### src/rtl/issue_hold_reg.sv
// Dual-issue decode->execute pipeline register with operand forwarding and a one-entry
// hold buffer for a stalled slot B. Optional issue statistics under `ISSUE_STATS_EN`.
module issue_hold_reg #(
    parameter int DATA_W = 64,
    parameter int REG_W  = 5,
    parameter int CNT_W  = 32
) (
    input  logic                         clk,
    input  logic                         resetn,
    input  logic                         flush,
    input  logic [1:0]                   d_valid,
    input  logic [1:0][DATA_W-1:0]       d_pc,
    input  logic [1:0][REG_W-1:0]        d_ra1,
    input  logic [1:0][REG_W-1:0]        d_ra2,
    input  logic [1:0][REG_W-1:0]        d_dst,
    input  logic [1:0][DATA_W-1:0]       d_rd1,
    input  logic [1:0][DATA_W-1:0]       d_rd2,
    input  logic [1:0]                   sel_stall,
    input  logic [1:0][1:0]              sel_a,
    input  logic [1:0][1:0]              sel_b,
    input  logic [DATA_W-1:0]            aluoutE,
    input  logic [DATA_W-1:0]            aluoutM,
    input  logic [DATA_W-1:0]            memdataM,
    output logic                         d_ready,
    output logic                         hold_valid,
    output logic [REG_W-1:0]             hold_ra1,
    output logic [REG_W-1:0]             hold_ra2,
    output logic [REG_W-1:0]             hold_dst,
    output logic [1:0]                   e_valid,
    output logic [1:0][DATA_W-1:0]       e_pc,
    output logic [1:0][REG_W-1:0]        e_dst,
    output logic [1:0][DATA_W-1:0]       e_opa,
    output logic [1:0][DATA_W-1:0]       e_opb
`ifdef ISSUE_STATS_EN
    ,
    output logic [CNT_W-1:0]             stat_bubble,
    output logic [CNT_W-1:0]             stat_split
`endif
);

    typedef enum logic {RUN = 1'b0, HOLD_B = 1'b1} state_t;

    state_t              r_state, w_state_nxt;
    logic [DATA_W-1:0]   r_hold_pc, r_hold_rd1, r_hold_rd2;
    logic [REG_W-1:0]    r_hold_ra1, r_hold_ra2, r_hold_dst;

    logic [1:0]          w_issue;
    logic                w_d_ready, w_latch_b;
    logic                w_a_valid, w_b_valid, w_stall_a, w_stall_b;
    logic [DATA_W-1:0]   w_a_pc, w_a_rd1, w_a_rd2;
    logic [REG_W-1:0]    w_a_ra1, w_a_ra2, w_a_dst;
    logic [DATA_W-1:0]   w_opa_a, w_opb_a, w_opa_b, w_opb_b;

    function automatic logic [DATA_W-1:0] fwd(
        input logic [1:0]        sel,
        input logic [REG_W-1:0]  ra,
        input logic [DATA_W-1:0] rd
    );
        if (ra == '0) return rd;
        case (sel)
            2'd0:    return rd;
            2'd1:    return aluoutE;
            2'd2:    return aluoutM;
            default: return memdataM;
        endcase
    endfunction

    // In HOLD_B the buffered instruction takes the slot A position and slot A controls.
    assign w_a_valid = (r_state == HOLD_B) ? 1'b1       : d_valid[0];
    assign w_a_pc    = (r_state == HOLD_B) ? r_hold_pc  : d_pc[0];
    assign w_a_ra1   = (r_state == HOLD_B) ? r_hold_ra1 : d_ra1[0];
    assign w_a_ra2   = (r_state == HOLD_B) ? r_hold_ra2 : d_ra2[0];
    assign w_a_dst   = (r_state == HOLD_B) ? r_hold_dst : d_dst[0];
    assign w_a_rd1   = (r_state == HOLD_B) ? r_hold_rd1 : d_rd1[0];
    assign w_a_rd2   = (r_state == HOLD_B) ? r_hold_rd2 : d_rd2[0];

    // Slot B only counts alongside a valid slot A, which keeps program order intact.
    assign w_b_valid = (r_state == RUN) && d_valid[0] && d_valid[1];
    assign w_stall_a = w_a_valid && sel_stall[0];
    assign w_stall_b = w_b_valid && sel_stall[1];

    assign w_opa_a = fwd(sel_a[0], w_a_ra1, w_a_rd1);
    assign w_opb_a = fwd(sel_b[0], w_a_ra2, w_a_rd2);
    assign w_opa_b = fwd(sel_a[1], d_ra1[1], d_rd1[1]);
    assign w_opb_b = fwd(sel_b[1], d_ra2[1], d_rd2[1]);

    // NOTE: every signal written here gets a default first so no latch is inferred.
    always_comb begin
        w_state_nxt = r_state;
        w_issue     = 2'b00;
        w_d_ready   = 1'b0;
        w_latch_b   = 1'b0;
        case (r_state)
            RUN: begin
                if (w_stall_a) begin
                    w_issue = 2'b00;
                end else if (w_stall_b) begin
                    w_issue     = 2'b01;
                    w_latch_b   = 1'b1;
                    w_state_nxt = HOLD_B;
                end else begin
                    w_issue   = {w_b_valid, w_a_valid};
                    w_d_ready = 1'b1;
                end
            end
            HOLD_B: begin
                if (!w_stall_a) begin
                    w_issue     = 2'b01;
                    w_d_ready   = 1'b1;
                    w_state_nxt = RUN;
                end
            end
            default: w_state_nxt = RUN;
        endcase
        if (flush) begin
            w_state_nxt = RUN;
            w_issue     = 2'b00;
            w_latch_b   = 1'b0;
        end
    end

    assign d_ready    = resetn && w_d_ready;
    assign hold_valid = (r_state == HOLD_B);
    assign hold_ra1   = r_hold_ra1;
    assign hold_ra2   = r_hold_ra2;
    assign hold_dst   = r_hold_dst;

    // NOTE: sequential state uses non-blocking assignments so all flops update together.
    always_ff @(posedge clk) begin
        if (!resetn) begin
            r_state <= RUN;
            e_valid <= 2'b00;
            e_pc    <= '0;
            e_dst   <= '0;
            e_opa   <= '0;
            e_opb   <= '0;
        end else begin
            r_state  <= w_state_nxt;
            e_valid  <= w_issue;
            e_pc[0]  <= w_issue[0] ? w_a_pc  : '0;
            e_dst[0] <= w_issue[0] ? w_a_dst : '0;
            e_opa[0] <= w_issue[0] ? w_opa_a : '0;
            e_opb[0] <= w_issue[0] ? w_opb_a : '0;
            e_pc[1]  <= w_issue[1] ? d_pc[1]  : '0;
            e_dst[1] <= w_issue[1] ? d_dst[1] : '0;
            e_opa[1] <= w_issue[1] ? w_opa_b  : '0;
            e_opb[1] <= w_issue[1] ? w_opb_b  : '0;
        end
    end

    // NOTE: the hold payload needs no reset; it is only observed while hold_valid is set.
    always_ff @(posedge clk) begin
        if (w_latch_b) begin
            r_hold_pc  <= d_pc[1];
            r_hold_ra1 <= d_ra1[1];
            r_hold_ra2 <= d_ra2[1];
            r_hold_dst <= d_dst[1];
            r_hold_rd1 <= d_rd1[1];
            r_hold_rd2 <= d_rd2[1];
        end
    end

`ifdef ISSUE_STATS_EN
    logic [CNT_W-1:0] r_stat_bubble, r_stat_split;

    always_ff @(posedge clk) begin
        if (!resetn) begin
            r_stat_bubble <= '0;
            r_stat_split  <= '0;
        end else begin
            if (!flush && (w_issue == 2'b00) && (r_stat_bubble != '1))
                r_stat_bubble <= r_stat_bubble + CNT_W'(1);
            if (w_latch_b && (r_stat_split != '1))
                r_stat_split <= r_stat_split + CNT_W'(1);
        end
    end

    assign stat_bubble = r_stat_bubble;
    assign stat_split  = r_stat_split;
`endif

endmodule

### config.mk
export PLATFORM = sky130hd
export DESIGN_NAME = issue_hold_reg
export DESIGN_NICKNAME = d
export VERILOG_FILES = /design/src/rtl/issue_hold_reg.sv
export SDC_FILE = /design/constraint.sdc
export NUM_CORES = 1
export LEC_CHECK = 0
export ABC_AREA = 1
export CAP_MARGIN = 0
export CORE_AREA = 3 3 400 402
export CTS_CLUSTER_SIZE = 12
export DETAILED_ROUTE_END_ITERATION = 6
export DIE_AREA = 0 0 403 405
export PLACE_DENSITY_LB_ADDON = 0.1
export SLEW_MARGIN = 20
export SYNTH_ARGS = -nofsm -noshare
export SYNTH_HDL_FRONTEND = slang
export SYNTH_SLANG_ARGS = --single-unit
export TNS_END_PERCENT = 10
### constraint.sdc
create_clock -name clk -period 17.76 [get_ports clk]
set_clock_uncertainty 0.2 [all_clocks]
set_input_delay 4.44 -clock clk [delete_from_list [all_inputs] [get_ports clk]]
set_output_delay 4.44 -clock clk [all_outputs]
set_load 0.02 [all_outputs]
==> metrics.cfg, run 1 <==
[synth]
synth-seq-cells=604
synth_mux_area_frac=0
synthesized_area_divided_by_synthesized_cell_count_sq_um=7.38
synth-simple-area-share=0.344
synthAdderAreaFrac=0
synth-compound-area-share=0.0643
synth_top_family_by_area=simple AND/OR/NAND/NOR gates
synth_flop_cell=sky130_fd_sc_hd__dfxtp_1
synthesis.area_sq_mm=0.0273
yosys_warnings=0
yosys.area_share.xor_xnor=0
synthDistinctLibCells=22
synthesis.nets=4328
synth_cells=3707
synth_async_sr_flop_share=0
fraction_of_the_yosys_area_taken_by_sequential_cells=0.518
synth_edf_count=207

[setup_path]
worst_ep_arrival_time_ns=6.50
path_common_cell=sky130_fd_sc_hd__clkdlybuf4s50_1
worstSetupStartpointType=input pin
worst_ep_required_ns=13.12
reg2reg_from=hold_valid$_SDFF_PP0_
crit_start=d_valid[0]
cp_max_fo=10
cell_by_cell_trace_of_the_critical_path=clkdlybuf4s50_1 -> o21ai_4 -> nand2_1 -> nor2_1 -> clkdlybuf4s50_1
slowest_delay_ns=0.66
timing.critical_path.to_type=primary output
worst-setup-path-type=input pin to primary output
critical_path.slowest_cell=sky130_fd_sc_hd__clkdlybuf4s50_1

[clock_network]
cts_made_buffers=82
clk_sink_count=604
cts_resized=0
post_cts_hold_buffer_count=0
cts_tree=built
clk_transition_reported_paths_ns=0.06
htree_levels=3
insertion_delay_ns=0.72
root_buffer=sky130_fd_sc_hd__clkbuf_16
max-clock-path-buffers=3
post_cts.repair.setup_buffers=0

[die]
coreArea_sq_mm=0.156
die_span_in_y_um=405
floorplan.rows=145
ios=1034
die_w_um=403
initial_core_util=0.175
design.die.area_sq_mm=0.163

[cells_and_area]
final_net_count=5248
commonest_non_fill_non_tap_cell_in_the_layout=sky130_fd_sc_hd__nand2_1
final_cell_mix=sky130_fd_sc_hd__nand2_1, sky130_fd_sc_hd__clkdlybuf4s50_1, sky130_fd_sc_hd__nand3_1, sky130_fd_sc_hd__dfxtp_1, sky130_fd_sc_hd__a21oi_1
post-route-cell-area_sq_mm=0.0426
multi_input_gate_area_sq_mm=0.0113
syn2layout_area_growth_pct=55.8
drive_above_1_share=0.0468
layout.filler_cells=17300
seqCellArea_sq_mm=0.0142
final_cell_count_no_fill=6782

[timing]
fmaxAchievable_mhz=89.8
slew_violations=0
post-route-min-period_ns=11.14
setup_violations=0
timing.final.hold_violations=0
fin_crit_sh=0.627
maxSlewHeadroom=0.254
grt_setup_unrepaired=no
setup_tns_ns=0
max_slew.worst_pin.slew_ns=1.12

[run_status]
status=finished, final reports clean

[grt]
pin_count_of_the_biggest_net_entering_global_routing=110
grt_antenna_before_repair=53
grt_pass1_wl_um=258000
track_usage=0.226
grt_overflow_total=0
first_global_vias=29800

[detailed_routing]
met2RoutedLength_um=93300
num_vias=30300
wirelength_um=192000
remaining_drc_errors=0
ant_nets=0
initialDrtViolationCount=2401
drt_pre_antenna_iters=5
drt-vias-per-instance=4.46
drt-wirelength-per-cell_um=28.3
wirelength_met1_um=79200
met3WireLength_um=15100
top_layer=met5

[min_path]
min_delay_path_class=flip-flop to flip-flop
worstHoldStart=r_hold_pc[15]$_DFFE_PP_

[power]
pwr_density_cell_mw_per_mm2=86.9
power.ir.vdd_worst_uv=79.8
static-leakage-power_nw=17.1

[place]
place_area_sq_mm=0.0398
post-dp-hpwl_um=132000
portBuffers=1033
globalplace.congestion=0.825
place.detailed.instances=6601

[job]
maxCapViolations=0

[cell type report]
| cell class | count | share of cell area |
|---|---|---|
| antenna | 28 | 0.00164 |
| clock buffer | 109 | 0.0529 |
| clock inverter | 44 | 0.0122 |
| inverter | 253 | 0.0232 |
| multi-input combinational | 2601 | 0.265 |
| sequential | 604 | 0.333 |
| tap | 2058 | 0.0604 |
| timing repair buffer | 1085 | 0.252 |
[state kept, by name (all words and copies together), names as in the netlist, 5 cells and up]
signal,cells
e_opa,128
hold_dst,5
e_opb,128
hold_ra2,5
r_hold_pc,64
e_dst,10
e_pc,128
r_hold_rd1,64
r_hold_rd2,64
hold_ra1,5
[synthesized netlist by cell type, types with 2 or more instances]
| cell type | n | area, sq um |
|---|---|---|
| sky130_fd_sc_hd__nand2_1 | 1460 | 5480 |
| sky130_fd_sc_hd__nor2_1 | 178 | 668 |
| sky130_fd_sc_hd__buf_2 | 94 | 470 |
| sky130_fd_sc_hd__nand4_1 | 44 | 275 |
| sky130_fd_sc_hd__clkbuf_1 | 126 | 473 |
| sky130_fd_sc_hd__a21oi_1 | 283 | 1420 |
| sky130_fd_sc_hd__edfxtp_1 | 207 | 6220 |
| sky130_fd_sc_hd__o211ai_1 | 43 | 323 |
| sky130_fd_sc_hd__buf_4 | 4 | 30.0 |
| sky130_fd_sc_hd__o21ai_1 | 2 | 10.0 |
| sky130_fd_sc_hd__inv_2 | 12 | 45.0 |
| sky130_fd_sc_hd__inv_1 | 241 | 905 |
| sky130_fd_sc_hd__nor2_2 | 4 | 25.0 |
| sky130_fd_sc_hd__dfxtp_1 | 397 | 7950 |
| sky130_fd_sc_hd__nand3_1 | 581 | 2910 |
| sky130_fd_sc_hd__buf_1 | 25 | 93.8 |
[report_power, final]
| part | total [W] | internal (W) | switching, W |
|---|---|---|---|
| logic | 0.000523 | 0.000214 | 0.000308 |
| clock network | 0.00172 | 0.000982 | 0.000741 |
| registers | 0.00146 | 0.00145 | 0.00000652 |
| total | 0.00370 | 0.00265 | 0.00106 |
[per-layer routing]
layer / global-route usage / up-vias
met2: 0.387 / 1319
met1: 0.278 / 14800
li1: - / 13900
met5: 0 / -
met3: 0.0636 / 242
met4: 0.0547 / 36
[worst paths after layout]
path,endpoint,cells past startpoint,slack [ns]
worst min register to register,e_pc[15]$_SDFF_PN0_,2,0.31
worst max-delay path,d_ready,5,6.62
worst max register to register,e_opa[45]$_SDFF_PN0_,10,13.26
worst min-delay path,e_pc[15]$_SDFF_PN0_,2,0.31
[cells by family (layout without fill, tap and decap cells)]
group                  after synthesis  count (layout)
AO/OA/AOI/OAI                      329             329
other                                0              28
flip-flops                         604             604
buffers and inverters              502            1491
AND/OR/NAND/NOR                   2272            2272
[worst max-delay path, delay by kind of cell]
family | cells | cell delay, ns
AOI/OAI and AO/OA | 1 | 0.54
buffers and inverters | 2 | 1.16
and+or+nand+nor | 2 | 0.35
[through the flow]
stage               worst slack (ns)   util  hold slack (ns)  power, W
floorplan                       3.39      -            0.293   0.00168
global placement                6.53  0.254            0.299   0.00201
detailed placement              6.54  0.254            0.303   0.00201
CTS                             6.53  0.272            0.296   0.00377
global route                    6.46  0.272            0.337   0.00385
finish                          6.62  0.272            0.314   0.00370
Note: power is estimated with default switching activity, not from simulation.
==> run 2, diff against run 1 <==
Clock period 17.76 ns to 10.6 ns, I/O delays scaled along.
==> run 2 against run 1 <==
Wire length is 0.24% higher. Die area did not move. Global-route usage rose by 0.095 points. Critical path depth is 1 higher. Setup slack worse by 3.6 ns. Via count decreased by 0.25%. Critical endpoint unchanged.
==> metrics.cfg, run 2 (synthesis results as in run 1) <==
[run_status]
status=finished, final reports clean

[setup_path]
worst_ep_required_ns=7.75  ; -5.37 ns
timing.critical_path.to_type=primary output
cp_max_fo=20  ; +10
worstSetupStartpointType=input pin
worst-setup-path-type=input pin to primary output
worst_ep_arrival_time_ns=4.73  ; -1.77 ns

[power]
power.ir.vdd_worst_uv=104  ; +30%
share_comb_of_total_power=0.139  ; -0.002
pwr_density_cell_mw_per_mm2=148  ; +70%
switching_share=0.278  ; -0.00723
power_frac_seq=0.386  ; -0.007
internal_power_w=0.00457  ; +73%
net_switching_power_w=0.00176  ; +67%
static-leakage-power_nw=17.2  ; +0.50%
power.clock.fraction=0.475  ; +0.010

[cells_and_area]
drive_above_1_share=0.0479  ; +0.00100
top_regs=e_opa: 128 flops, e_opb: 128 flops, e_pc: 128 flops
syn2layout_area_growth_pct=56.4
seqCellArea_sq_mm=0.0142  ; unchanged
multi_input_gate_area_sq_mm=0.0113  ; unchanged
final_net_count=5252  ; +0.076%
layout.filler_cells=17200  ; -0.30%
commonest_non_fill_non_tap_cell_in_the_layout=sky130_fd_sc_hd__nand2_1
final_cell_mix=sky130_fd_sc_hd__nand2_1, sky130_fd_sc_hd__clkdlybuf4s50_1, sky130_fd_sc_hd__nand3_1, sky130_fd_sc_hd__dfxtp_1, sky130_fd_sc_hd__a21oi_1

[clock_network]
cts_tree=built
cts_resized=0  ; unchanged
post_cts.repair.setup_buffers=0  ; unchanged
htree_levels=3  ; unchanged
insertion_delay_ns=0.69  ; -0.03 ns
cts_made_buffers=84  ; +2.4%
clk_transition_reported_paths_ns=0.06  ; about the same
max-clock-path-buffers=3  ; unchanged
post_cts_hold_buffer_count=0  ; unchanged
clk_sink_count=604  ; unchanged
root_buffer=sky130_fd_sc_hd__clkbuf_16

[grt]
first_global_vias=29600  ; -0.67%
pin_count_of_the_biggest_net_entering_global_routing=111  ; +0.91%
grt_overflow_total=0  ; unchanged
grt_pass1_wl_um=258000  ; about the same
grt_antenna_before_repair=43  ; -19%
track_usage=0.227  ; +0.000945

[timing]
slew_violations=0  ; unchanged
timing.final.hold_violations=0  ; unchanged
final.setup.worst_slack_ns=3.02  ; -3.60 ns
maxSlewHeadroom=0.240  ; -0.0143
grt_setup_unrepaired=no
fin_crit_sh=0.715
setup_violations=0  ; unchanged
max_slew.worst_pin.slew_ns=1.14  ; +0.0215 ns
fmaxAchievable_mhz=132
setup_tns_ns=0  ; unchanged
post-route-min-period_ns=7.58

[die]
die_span_in_y_um=405  ; unchanged
die_w_um=403  ; unchanged
coreArea_sq_mm=0.156  ; unchanged
ios=1034  ; unchanged
initial_core_util=0.175  ; unchanged
design.die.area_sq_mm=0.163  ; unchanged
floorplan.rows=145  ; unchanged

[detailed_routing]
remaining_drc_errors=0  ; unchanged
drt-wirelength-per-cell_um=28.4  ; +0.15%
drt_pre_antenna_iters=6  ; +1
ant_nets=0  ; unchanged
initialDrtViolationCount=2442  ; +1.7%
drt-vias-per-instance=4.45  ; -0.34%
wirelength_um=193000  ; +0.24%
num_vias=30200  ; -0.25%

[place]
globalplace.congestion=0.845  ; +2.4%
preCtsSetupSlack_ns=2.91  ; -3.63 ns
portBuffers=1033  ; unchanged
post-dp-hpwl_um=132000  ; -0.27%

[min_path]
min_delay_path_class=flip-flop to flip-flop

[job]
maxCapViolations=0  ; unchanged

==> run 2: layer usage <==
layer / track usage / wire [um] / vias up
li1: - / - / 13900
met5: 0 / 185 / -
met3: 0.0634 / 15500 / 257
met2: 0.389 / 93800 / 1325
met1: 0.276 / 78700 / 14700
met4: 0.0632 / 4380 / 26
==> run 2: power groups by stage <==
| stage | Combinational (W) | Clock [W] | Sequential [W] |
|---|---|---|---|
| 5_1_grt | 0.000948 | 0.00318 | 0.00244 |
| 6_report | 0.000880 | 0.00301 | 0.00244 |
| 3_5_place_dp | 0.000885 | 0 | 0.00249 |
| 2_1_floorplan | 0.000301 | 0 | 0.00252 |
| 4_1_cts | 0.000889 | 0.00311 | 0.00244 |
| 3_3_place_gp | 0.000885 | 0 | 0.00249 |
==> run 2: critical path, cell delays in order <==
cell and delay, ns:
sky130_fd_sc_hd__clkdlybuf4s50_1 0.55, sky130_fd_sc_hd__o21ai_4 0.18, sky130_fd_sc_hd__buf_4 0.38, sky130_fd_sc_hd__nand2_1 0.09, sky130_fd_sc_hd__nor2_1 0.22, sky130_fd_sc_hd__clkdlybuf4s50_1 0.65
==> run 2: path summary, 6_finish.rpt <==
kind,startpoint,endpoint,slack (ns),cells past startpoint
max reg2reg,hold_valid$_SDFF_PP0_,e_opb[6]$_SDFF_PN0_,5.90,8
max,d_valid[0],d_ready,3.02,6
min,r_hold_pc[31]$_DFFE_PP_,e_pc[31]$_SDFF_PN0_,0.31,2
min reg2reg,r_hold_pc[31]$_DFFE_PP_,e_pc[31]$_SDFF_PN0_,0.31,2
==> run 2: layout make-up <==
class,count,share of cell area
Tap cell,2058,0.0602
Antenna cell,28,0.00164
Clock inverter,31,0.0102
Sequential cell,604,0.331
Timing Repair Buffer,1087,0.252
Inverter,253,0.0231
Clock buffer,126,0.0580
Multi-Input combinational cell,2601,0.264
==> run 2: stage by stage <==
step	power [W]	std cells	cell area (sq um)	utilization	hold WS, ns
final	0.00633	6788	42800	0.274	0.314
after global routing	0.00657	6776	42700	0.273	0.327
after CTS	0.00644	6760	42700	0.273	0.315
after detailed placement	0.00337	6603	39800	0.254	0.301
after global placement	0.00337	6603	39800	0.254	0.299
after floorplan	0.00282	3707	27300	-	0.293
==> run 3, diff against run 2 <==
Clock period 10.6 ns to 7.1 ns, I/O delays scaled along.
==> run 3 against run 2 <==
Clock-buffer cell count fell by 8. Non-clock buffer count rose by 3. Via count fell by 0.18%. Sequential share of layout area barely moved. Combinational power rose by 49%. Cell area barely moved. Final cell count barely moved. Highest routed layer unchanged.
==> metrics.cfg, run 3 (synthesis results as in run 1) <==
[run_status]
status=finished, final reports clean

[detailed_routing]
ant_nets=0  ; unchanged
remaining_drc_errors=0  ; unchanged
num_vias=30100  ; -0.18%
drt_pre_antenna_iters=6  ; unchanged
drt-wirelength-per-cell_um=28.2  ; -0.45%
initialDrtViolationCount=2492  ; +2.0%
wirelength_um=192000  ; -0.49%
drt-vias-per-instance=4.44  ; -0.13%

[cells_and_area]
multi_input_gate_area_sq_mm=0.0113  ; about the same
layout.filler_cells=17200  ; +0.012%
commonest_non_fill_non_tap_cell_in_the_layout=sky130_fd_sc_hd__nand2_1
final_core_utilization=0.273  ; about the same
seqCellArea_sq_mm=0.0142  ; unchanged
syn2layout_area_growth_pct=56.3  ; about the same
final_net_count=5254  ; +0.038%
post-route-cell-area_sq_mm=0.0427  ; about the same
top_regs=e_opa: 128 flops, e_opb: 128 flops, e_pc: 128 flops
drive_above_1_share=0.0468  ; -0.00108
final_cell_mix=sky130_fd_sc_hd__nand2_1, sky130_fd_sc_hd__clkdlybuf4s50_1, sky130_fd_sc_hd__nand3_1, sky130_fd_sc_hd__dfxtp_1, sky130_fd_sc_hd__a21oi_1

[timing]
setup_tns_ns=0  ; unchanged
grt_setup_unrepaired=no
slew_violations=0  ; unchanged
maxSlewHeadroom=0.248  ; +0.00774
fin_crit_sh=0.737
post-route-min-period_ns=5.23
timing.final.hold_violations=0  ; unchanged
max_slew.worst_pin.slew_ns=1.13  ; -0.0116 ns
fmaxAchievable_mhz=191
setup_violations=0  ; unchanged

[die]
initial_core_util=0.175  ; unchanged
die_span_in_y_um=405  ; unchanged
design.die.area_sq_mm=0.163  ; unchanged
ios=1034  ; unchanged
floorplan.rows=145  ; unchanged
die_w_um=403  ; unchanged
coreArea_sq_mm=0.156  ; unchanged

[power]
net_switching_power_w=0.00262  ; +49%
switching_share=0.282  ; +0.00405
power.ir.vdd_worst_uv=158  ; +52%
share_comb_of_total_power=0.141  ; +0.002
pwr_density_cell_mw_per_mm2=218  ; +47%
power.clock.fraction=0.468  ; -0.007
power_frac_seq=0.392  ; +0.006
internal_power_w=0.00668  ; +46%
static-leakage-power_nw=17.1  ; about the same

[job]
maxCapViolations=0  ; unchanged

[grt]
grt_antenna_before_repair=48  ; +12%
pin_count_of_the_biggest_net_entering_global_routing=90  ; -19%
grt_pass1_wl_um=258000  ; about the same
track_usage=0.226  ; -0.000572
grt_overflow_total=0  ; unchanged
first_global_vias=29800  ; +0.85%

[setup_path]
cp_max_fo=3  ; -85%
worstSetupStartpointType=input pin
worst-setup-path-type=input pin to primary output
timing.critical_path.to_type=primary output
worst_ep_arrival_time_ns=3.25  ; -1.48 ns
worst_ep_required_ns=5.12  ; -2.63 ns

[place]
place_area_sq_mm=0.0399  ; +0.25%
globalplace.congestion=0.841  ; -0.51%
post-dp-hpwl_um=133000  ; +0.78%
portBuffers=1033  ; unchanged

[clock_network]
clk_sink_count=604  ; unchanged
max-clock-path-buffers=3  ; unchanged
cts_made_buffers=83  ; -1.2%
htree_levels=3  ; unchanged
post_cts.repair.setup_buffers=0  ; unchanged
clk_transition_reported_paths_ns=0.06  ; about the same
post_cts_hold_buffer_count=0  ; unchanged
cts_resized=0  ; unchanged
insertion_delay_ns=0.70  ; about the same
cts_tree=built
root_buffer=sky130_fd_sc_hd__clkbuf_16

[min_path]
min_delay_path_class=flip-flop to flip-flop

==> run 3: changes by cell type in the layout (fill, tap and decap cells not counted), sizes merged <==
cell      before  now
clkinvlp       1    0
buf           58   61
bufinv         6    5
clkinv        22   31
diode         28   23
clkbuf       126  118
==> run 3: final timing paths <==
check | startpoint | end | slack (ns) | cells past startpoint
max | d_valid[0] | d_ready | 1.87 | 5
min | r_hold_pc[4]$_DFFE_PP_ | e_pc[4]$_SDFF_PN0_ | 0.31 | 2
max reg2reg | hold_valid$_SDFF_PP0_ | r_hold_rd2[48]$_DFFE_PP_ | 3.80 | 5
min reg2reg | r_hold_pc[4]$_DFFE_PP_ | e_pc[4]$_SDFF_PN0_ | 0.31 | 2
==> run 3: per-stage QoR <==
step / hold WS (ns) / total power, W / setup WS, ns / instances
4_1_cts: 0.313 / 0.00946 / 1.86 / 6762
3_5_place_dp: 0.306 / 0.00504 / 1.87 / 6606
2_1_floorplan: 0.293 / 0.00420 / 1.21 / 3707
6_report: 0.312 / 0.00930 / 1.87 / 6785
5_1_grt: 0.344 / 0.00967 / 1.77 / 6772
3_3_place_gp: 0.297 / 0.00503 / 1.82 / 6605
==> run 3: power groups by stage <==
stage | combinational, W | sequential [W] | clock, W
2_1_floorplan | 0.000449 | 0.00376 | 0
3_5_place_dp | 0.00132 | 0.00372 | 0
3_3_place_gp | 0.00132 | 0.00372 | 0
4_1_cts | 0.00133 | 0.00364 | 0.00449
6_report | 0.00131 | 0.00364 | 0.00435
5_1_grt | 0.00141 | 0.00365 | 0.00461
==> run 3: critical path, cell delays in order <==
cell                              delay [ns]
sky130_fd_sc_hd__clkdlybuf4s50_1        0.54
sky130_fd_sc_hd__nand3_1                0.16
sky130_fd_sc_hd__nor2_1                 0.17
sky130_fd_sc_hd__nor2_1                 0.07
sky130_fd_sc_hd__clkdlybuf4s50_1        0.54
==> run 3: area by class of cell <==
class	instances	share of cell area
sequential	604	0.331
multi-input combinational	2601	0.264
timing repair buffer	1090	0.254
tap	2058	0.0602
clock buffer	118	0.0547
inverter	253	0.0231
clock inverter	38	0.0107
antenna	23	0.00135
==> run 3: routing by layer <==
layer	GRT usage	vias to the layer above	wire length, um
li1	-	13900	-
met1	0.283	14700	79500
met2	0.386	1302	93000
met3	0.0572	226	14900
met4	0.0593	26	4090
met5	0	-	189
